[src/rtl/spi_pkg.sv]
// Shared SPI slave definitions: FSM states, frame/data width defaults and the
// 2-bit command codes carried in the top bits of every received frame.
package spi_pkg;

    localparam int FRAME_W_DEF = 10;
    localparam int DATA_W_DEF  = 8;

    localparam logic [1:0] CMD_WR_ADDR = 2'b00;
    localparam logic [1:0] CMD_WR_DATA = 2'b01;
    localparam logic [1:0] CMD_RD_ADDR = 2'b10;
    localparam logic [1:0] CMD_RD_DATA = 2'b11;

    typedef enum logic [2:0] {
        IDLE      = 3'd0,
        CHK_CMD   = 3'd1,
        WRITE     = 3'd2,
        READ_ADD  = 3'd3,
        READ_DATA = 3'd4
    } state_e;

endpackage

[src/rtl/spi_slave.sv]
// SPI slave front end: deserialises a command+payload frame from MOSI for the
// memory block, and serialises one byte of read data back on MISO.
module spi_slave
    import spi_pkg::*;
#(
    parameter int FRAME_W = FRAME_W_DEF,
    parameter int DATA_W  = DATA_W_DEF
) (
    input  logic               clk,
    input  logic               rst_n,
    input  logic               SS_n,
    input  logic               MOSI,
    output logic               MISO,
    output logic [FRAME_W-1:0] rx_data,
    output logic               rx_valid,
    input  logic [DATA_W-1:0]  tx_data,
    input  logic               tx_valid
);

    localparam logic [3:0] RX_LAST = 4'(FRAME_W);
    localparam logic [3:0] TX_LAST = 4'(DATA_W);

    // Handshake: rx_valid is a single-cycle strobe; there is no back-pressure.
    // tx_valid is sampled only while tx_armed, i.e. after a READ_DATA frame's
    // rx_valid and before the first accepted tx_valid.
    state_e             state;
    logic [FRAME_W-1:0] shift_reg;
    logic [DATA_W-1:0]  tx_shift;
    logic [3:0]         rx_cnt;
    logic [3:0]         tx_cnt;
    logic               frame_done;
    logic               rd_addr_seen;
    logic               tx_armed;

    always_ff @(posedge clk or negedge rst_n) begin
        if (!rst_n) begin
            state        <= IDLE;
            shift_reg    <= '0;
            tx_shift     <= '0;
            rx_cnt       <= '0;
            tx_cnt       <= '0;
            frame_done   <= 1'b0;
            rd_addr_seen <= 1'b0;
            tx_armed     <= 1'b0;
            rx_data      <= '0;
            rx_valid     <= 1'b0;
            MISO         <= 1'b0;
        end else begin
            rx_valid <= 1'b0;
            if (SS_n) begin
                // Frame boundary: drop any partial frame, keep rd_addr_seen.
                state      <= IDLE;
                rx_cnt     <= '0;
                tx_cnt     <= '0;
                frame_done <= 1'b0;
                tx_armed   <= 1'b0;
                MISO       <= 1'b0;
            end else begin
                case (state)
                    IDLE: begin
                        state <= CHK_CMD;
                    end
                    CHK_CMD: begin
                        shift_reg <= {{(FRAME_W-1){1'b0}}, MOSI};
                        rx_cnt    <= 4'd1;
                        if (!MOSI)
                            state <= WRITE;
                        else if (rd_addr_seen)
                            state <= READ_DATA;
                        else
                            state <= READ_ADD;
                    end
                    default: begin
                        if (rx_cnt < RX_LAST) begin
                            shift_reg <= {shift_reg[FRAME_W-2:0], MOSI};
                            rx_cnt    <= rx_cnt + 4'd1;
                        end else if (!frame_done) begin
                            frame_done <= 1'b1;
                            rx_data    <= shift_reg;
                            rx_valid   <= 1'b1;
                            if (state == READ_ADD)
                                rd_addr_seen <= 1'b1;
                            if (state == READ_DATA) begin
                                rd_addr_seen <= 1'b0;
                                tx_armed     <= 1'b1;
                            end
                        end else if (tx_armed && tx_valid) begin
                            tx_armed <= 1'b0;
                            MISO     <= tx_data[DATA_W-1];
                            tx_shift <= {tx_data[DATA_W-2:0], 1'b0};
                            tx_cnt   <= 4'd1;
                        end else if (tx_cnt != 4'd0 && tx_cnt < TX_LAST) begin
                            MISO     <= tx_shift[DATA_W-1];
                            tx_shift <= {tx_shift[DATA_W-2:0], 1'b0};
                            tx_cnt   <= tx_cnt + 4'd1;
                        end else begin
                            MISO <= 1'b0;
                        end
                    end
                endcase
            end
        end
    end

endmodule

[config.mk]
export PLATFORM = sky130hd
export DESIGN_NAME = spi_slave
export DESIGN_NICKNAME = d
export VERILOG_FILES = /design/src/rtl/spi_pkg.sv /design/src/rtl/spi_slave.sv
export SDC_FILE = /design/constraint.sdc
export NUM_CORES = 1
export LEC_CHECK = 0
export CORE_ASPECT_RATIO = 1.5
export CORE_UTILIZATION = 55
export CTS_CLUSTER_SIZE = 14
export DETAILED_ROUTE_END_ITERATION = 10
export PLACE_DENSITY = 0.88
export SYNTH_ARGS = -nofsm -noshare
export SYNTH_HDL_FRONTEND = slang
export SYNTH_SLANG_ARGS = --single-unit
[constraint.sdc]
create_clock -name clk -period 2.8 [get_ports clk]
set_input_delay 0.42 -clock clk [delete_from_list [all_inputs] [get_ports clk]]
set_output_delay 0.42 -clock clk [all_outputs]
set_load 0.02 [all_outputs]
==> impl_metrics.toml, run 1 <==
[drt]
antenna_left = 0
route.detailed.drc = 0
drt-vias-per-instance = 5.983
routed-via-count = 1412
post_drt_wl_per_cell_um = 15.64
firstDrtPassIters = 6
total_length_of_routed_wires_um = 3690
initialDrtViolationCount = 22

[critical_path]
critPathLaunchType = "flip-flop"
rrSetupSlack_ns = 0.65
worstPathCellList = "inv_1 -> ha_1 -> nor2b_1 -> o21ai_1 -> a21oi_1 -> a311oi_1"
crit_arrival_ns = 2.35
reg2reg_depth = 6
worstReg2RegStart = "tx_cnt[0]"
critical_path.slowest_cell = "sky130_fd_sc_hd__o21ai_1"
timing.critical_path.slowest_cell_delay_ns = 0.76
worst_r2r_dst = "tx_cnt[0]"
critical_path_required_ns = 3.00
cp-end-kind = "flip-flop"
worstSetupPathType = "flip-flop to flip-flop"
path_max_fanout = 15

[cts]
cts-resized-gates = 0
cts.htree.levels = 2
clock_latency_ns = 0.30
postCtsHoldBufs = 0
ctsLongestPathBuffers = 2
cts.root.buffer_cell = "sky130_fd_sc_hd__clkbuf_8"
cts_clock_pin_slew_for_the_worst_setup_and_hold_paths_ns = 0.08
numClockSinks = 43
tritoncts_clock_tree = "built"
cts-buffers-inserted = 5
postCtsSetupBuffers = 0

[global_route]
globalRoute.totalOverflow = 0
antenna_found_initial = 0
via_count_of_the_first_global_routing_pass = 1391
grt_util_met1_pct = 24.80
groute.usage.overall_pct = 22.39
grt_busiest_layer = "met2"
gr-usage-met3_pct = 5.253
grt_first_pass_wirelength_um = 6099
grt_use_met2_pct = 39.41
grt_start_max_net_pins = 44

[sta]
setup-violations-final = 0
timing.final.ws_setup_ns = 0.6533
finalCriticalPeriod_ns = 2.147
max_freq_mhz = 465.8
layout_worst_path_cycle_share_pct = 76.67
timing.setup.tns_ns = 0
tightestPinTransition_ns = 0.9816
fin_hold_viols = 0
worst_clock_skew_ns = 0.006551
max_slew_margin_pct = 34.12
rsz_0062_raised_after_global_routing = "no"
pins_over_their_slew_limit = 0

[synth]
synth.cell_area_um2 = 1937
synth.top_cells.by_count = "43 x sky130_fd_sc_hd__dfrtp_1, 22 x sky130_fd_sc_hd__nand2_1, 15 x sky130_fd_sc_hd__a21oi_1"
yosys_register_bits = 43
post_synth_and_or_nand_nor_area_fraction_pct = 13.24
total_of_warnings_raised_by_yosys = 0
synth_xor_area_share_pct = 0.4522
dominantRegCellSynth = "sky130_fd_sc_hd__dfrtp_1"
post-synth-top-area-fraction_pct = 55.56
synth_most_common_cell = "sky130_fd_sc_hd__dfrtp_1"
combinational_family_with_the_most_area_after_synthesis = "compound AO/OA/AOI/OAI gates"
synth.distinct_cells = 42
synth_seq_area_share_pct = 55.56
synth_edf_count = 0
postSynth.asyncResetShare_pct = 100.0
syn-num-nets = 185
synth-compound-area-share_pct = 18.35
avgSynthCellArea_um2 = 11.46
synthMuxAreaShare_pct = 6.589
share_of_synthesized_cell_area_in_full_adder_half_adder_and_majority_cells_pct = 1.938
synth_cells = 169
post_synth_main_area_contributors = "sky130_fd_sc_hd__dfrtp_1 56%, sky130_fd_sc_hd__mux2_1 5.2%, sky130_fd_sc_hd__nand2_1 4.3%, sky130_fd_sc_hd__a22o_1 4.1%, sky130_fd_sc_hd__a21oi_1 3.9%"
synth_top_area_cell = "sky130_fd_sc_hd__dfrtp_1"

[placed_design]
gp_congestion = 0.7970
detailedPlace.worstSlack_ns = 0.5906
io_buffer_count = 24
number_of_cells_in_the_design_after_placement = 228
dp_hpwl_um = 2584

[flow_run]
timing.max_cap.violations = 0

[power_and_ir_drop]
powerDensity_nw_per_um2 = 572.1
power.net_switching_uw = 285.6
total_leakage_power_nw = 1.035
power.clock.fraction_pct = 42.8
share_seq_of_total_power_pct = 50.2
comb_power_share_pct = 6.9
p_sw_share_pct = 21.48
internal-power_mw = 1.044
vdd_drop_max_v = 0.0005392

[floorplan]
starting_density_of_the_core_pct = 57.25
top_level_ports = 25
vert_die_dim_um = 74.68
die-width_um = 50.46
placementRows = 26
design.core.area_um2 = 3383
die_area_um2 = 3768

[run_status]
outcome = "complete, no violations"

[cells_and_area]
finish.net_count = 209
final_layout_size_suffix_gt1_share_pct = 11.34
n_fill_cell = 266
antenna_cells_inserted = 0
final_core_utilization_pct = 68.68
layoutNonFillerInstCount = 236
area_delta_synth_final_pct = 19.96

[worst_hold_path]
hp-class = "input port to async pin"
## power groups by stage
stage                     clock network, mW  registers (mW)  logic [mW]
after floorplan                           0           0.672      0.0560
after global placement                    0           0.678      0.0895
after detailed placement                  0           0.679      0.0931
after CTS                             0.582           0.667      0.0936
after global routing                  0.599           0.671       0.105
final                                 0.569           0.668      0.0923
## worst max path at each step
| stage | from | to | slack, ns |
|---|---|---|---|
| 3_5_place_dp | SS_n | rx_data[6] | 0.59 |
| 6_report | tx_cnt[0] | tx_cnt[0] | 0.65 |
| 4_1_cts | tx_cnt[0] | tx_cnt[0] | 0.73 |
| 3_3_place_gp | SS_n | tx_shift[1] | 0.69 |
| 5_1_grt | tx_cnt[0] | tx_cnt[0] | 0.53 |
| 2_1_floorplan | tx_cnt[0] | tx_shift[3] | 1.19 |
## per-layer routing
metal  routed length (um)  vias up
li1                     -      658
met1                 1495      704
met2                 1965       44
met3                  160        6
met4                   69        0
met5                    0        -
## cells by family (layout without fill, tap and decap cells)
logic type	after synthesis	in the layout
AOI/OAI and AO/OA	48	48
xor gates and xnor gates	1	1
adders and majority gates	3	3
buffers and inverters	15	40
DFF	43	43
muxes	11	11
and+or+nand+nor	48	48
## placed cells by master, fill, tap and decap left out, types with 2 or more instances in the layout
master	n
sky130_fd_sc_hd__mux2_1	9
sky130_fd_sc_hd__ha_1	3
sky130_fd_sc_hd__a22o_1	9
sky130_fd_sc_hd__a211oi_1	3
sky130_fd_sc_hd__inv_1	6
sky130_fd_sc_hd__buf_4	2
sky130_fd_sc_hd__nor2_1	9
sky130_fd_sc_hd__a21o_1	2
sky130_fd_sc_hd__nor2_2	2
sky130_fd_sc_hd__a31oi_1	3
sky130_fd_sc_hd__clkdlybuf4s50_1	23
sky130_fd_sc_hd__a311oi_1	2
sky130_fd_sc_hd__a21oi_1	15
sky130_fd_sc_hd__clkbuf_8	5
sky130_fd_sc_hd__bufinv_16	2
sky130_fd_sc_hd__nand4b_1	2
sky130_fd_sc_hd__nand2_1	22
sky130_fd_sc_hd__nand3_1	2
sky130_fd_sc_hd__a41oi_1	7
sky130_fd_sc_hd__dfrtp_1	43
## per-stage QoR
stage	cell area, um^2	power, mW	hold slack (ns)
after floorplan	1937	0.7280	0.1244
after global placement	2187	0.7673	0.4743
after detailed placement	2187	0.7725	0.4816
after CTS	2323	1.342	0.2737
after global routing	2323	1.375	0.3400
final	2323	1.329	0.2469
## cell type report
cell class | instances | area, um^2 | area share (%)
sequential | 43 | 1076 | 46.31
multi-input combinational | 111 | 785.8 | 33.82
clock inverter | 3 | 67.56 | 2.908
timing repair buffer | 26 | 250.2 | 10.77
tap | 42 | 52.55 | 2.262
clock buffer | 5 | 68.82 | 2.962
inverter | 6 | 22.52 | 0.9693
## critical path, delay by kind of cell, from the launching register on
kind                       cells  cell delay (ns)
AOI/OAI and AO/OA              3             1.22
adders and majority gates      1             0.18
DFF                            1             0.44
and+or+nand+nor                1             0.14
buffers and inverters          1             0.07
Note: power is estimated with default switching activity, not from simulation.
==> run 2: changes to the inputs <==
Settings changed: CORE_UTILIZATION 55 to 54, PLACE_DENSITY 0.88 to 0.87.
Clock period 2.8 ns to 2.2 ns, I/O delays scaled along.
==> run 2 against run 1 <==
Compared with the run above:
- non-clock buffer count is 1 higher
- sequential cell count stayed put
- count of clock-buffer cells in the layout stayed put
- worst hold slack worse by 0.087 ns
- final area is 0.70% lower
- clock skew is 0.0061 ns higher
- sequential share of layout area is 0.33 points higher
- die area is 1.8% higher
- global-route usage is 0.83 points higher
- critical path type is now input port to flip-flop
- highest routed layer unchanged
==> impl_metrics.toml, run 2 (synthesized netlist as in run 1, its figures left out) <==
[floorplan]
vert_die_dim_um = 75.35
starting_density_of_the_core_pct = 56.70
design.core.area_um2 = 3416
placementRows = 26
die-width_um = 50.90
die_area_um2 = 3835
top_level_ports = 25

[cts]
cts-buffers-inserted = 5
cts.htree.levels = 2
ctsLongestPathBuffers = 2
cts_clock_pin_slew_for_the_worst_setup_and_hold_paths_ns = 0.09
cts.root.buffer_cell = "sky130_fd_sc_hd__clkbuf_8"
postCtsHoldBufs = 0
clock_latency_ns = 0.31
postCtsSetupBuffers = 0
tritoncts_clock_tree = "built"
numClockSinks = 43
cts-resized-gates = 0

[drt]
initialDrtViolationCount = 48
drt-vias-per-instance = 6.046
routed-via-count = 1433
route.detailed.drc = 0
total_length_of_routed_wires_um = 3797
antenna_left = 0
post_drt_wl_per_cell_um = 16.02
firstDrtPassIters = 4

[global_route]
gr-usage-met3_pct = 6.387
globalRoute.totalOverflow = 0
via_count_of_the_first_global_routing_pass = 1503
antenna_found_initial = 0
grt_first_pass_wirelength_um = 6423
grt_use_met2_pct = 41.08
grt_util_met1_pct = 24.03
grt_busiest_layer = "met2"
groute.usage.overall_pct = 23.22
grt_start_max_net_pins = 44

[sta]
max_freq_mhz = 541.7
max_slew_margin_pct = 38.24
timing.setup.tns_ns = 0
rsz_0062_raised_after_global_routing = "no"
pins_over_their_slew_limit = 0
tightestPinTransition_ns = 0.9264
worst_clock_skew_ns = 0.01265
fin_hold_viols = 0
finalCriticalPeriod_ns = 1.846
setup-violations-final = 0
layout_worst_path_cycle_share_pct = 83.91

[cells_and_area]
area_delta_synth_final_pct = 19.12
multiInputGateArea_um2 = 785.8
n_fill_cell = 245
layout_common_cells = "43 x sky130_fd_sc_hd__dfrtp_1, 23 x sky130_fd_sc_hd__clkdlybuf4s50_1, 22 x sky130_fd_sc_hd__nand2_1"
antenna_cells_inserted = 0
mostFrequentLayoutCell = "sky130_fd_sc_hd__dfrtp_1"
final_layout_size_suffix_gt1_share_pct = 11.79
finish.net_count = 210
register_area_um2 = 1076

[power_and_ir_drop]
finalPower_mw = 1.582
powerDensity_nw_per_um2 = 685.8
vdd_drop_max_v = 0.0006434
total_leakage_power_nw = 1.035

[flow_run]
timing.max_cap.violations = 0

[run_status]
outcome = "complete, no violations"

[worst_hold_path]
hp-class = "input port to async pin"

[critical_path]
cp-end-kind = "flip-flop"
path_max_fanout = 11
critPathLaunchType = "input port"
crit_arrival_ns = 2.03
critical_path_required_ns = 2.38
worstSetupPathType = "input port to flip-flop"

[placed_design]
io_buffer_count = 24
gp_congestion = 0.7531
dp_hpwl_um = 2696
## run 2: critical path, cell delays in order
cell                              delay [ns]
sky130_fd_sc_hd__clkdlybuf4s50_1        0.59
sky130_fd_sc_hd__nor3_2                 0.34
sky130_fd_sc_hd__nand2_1                0.33
sky130_fd_sc_hd__mux2_1                 0.42
## run 2: path summary, 6_finish.rpt
check | start | endpoint | slack, ns | depth (start not counted)
min in group clk | rx_data[3] | rx_data[3] | 0.49 | 1
worst max register to register | rx_cnt[2] | rx_data[2] | 0.42 | 4
worst min register to register | rx_data[3] | rx_data[3] | 0.49 | 1
max in group asynchronous | rst_n | tx_cnt[2] | 1.46 | 1
worst max-delay path | SS_n | rx_data[2] | 0.35 | 4
worst min-delay path | rst_n | shift_reg[3] | 0.16 | 1
## run 2: cell type report
class | instances | area share [%]
inverters | 6 | 0.9761
well taps | 42 | 2.278
flip-flops and latches | 43 | 46.64
multi-input cells | 111 | 34.06
repair buffers | 27 | 11.17
clock inverters | 3 | 1.898
clock buffers | 5 | 2.983
## run 2: through the flow
step                utilization [%]  cells  hold WS [ns]  setup slack (ns)  cell area (um^2)
global route                  67.55    237        0.2538            0.2658              2307
global placement              64.25    229        0.4756            0.1874              2195
detailed placement            64.25    229        0.4866           0.05388              2195
CTS                           67.55    237        0.1924            0.3692              2307
finish                        67.55    237        0.1602            0.3539              2307
floorplan                         -    169       0.03441            0.5882              1937
## run 2: power by group
part / internal (mW) / switching (mW)
logic: 0.0548 / 0.0612
registers: 0.820 / 0.0309
clock network: 0.338 / 0.278
## run 2: metal layers
| metal | vias to the layer above | wire length, um |
|---|---|---|
| li1 | 664 | - |
| met1 | 700 | 1484 |
| met2 | 58 | 2008 |
| met3 | 11 | 191 |
| met4 | 0 | 112 |
| met5 | - | 0 |
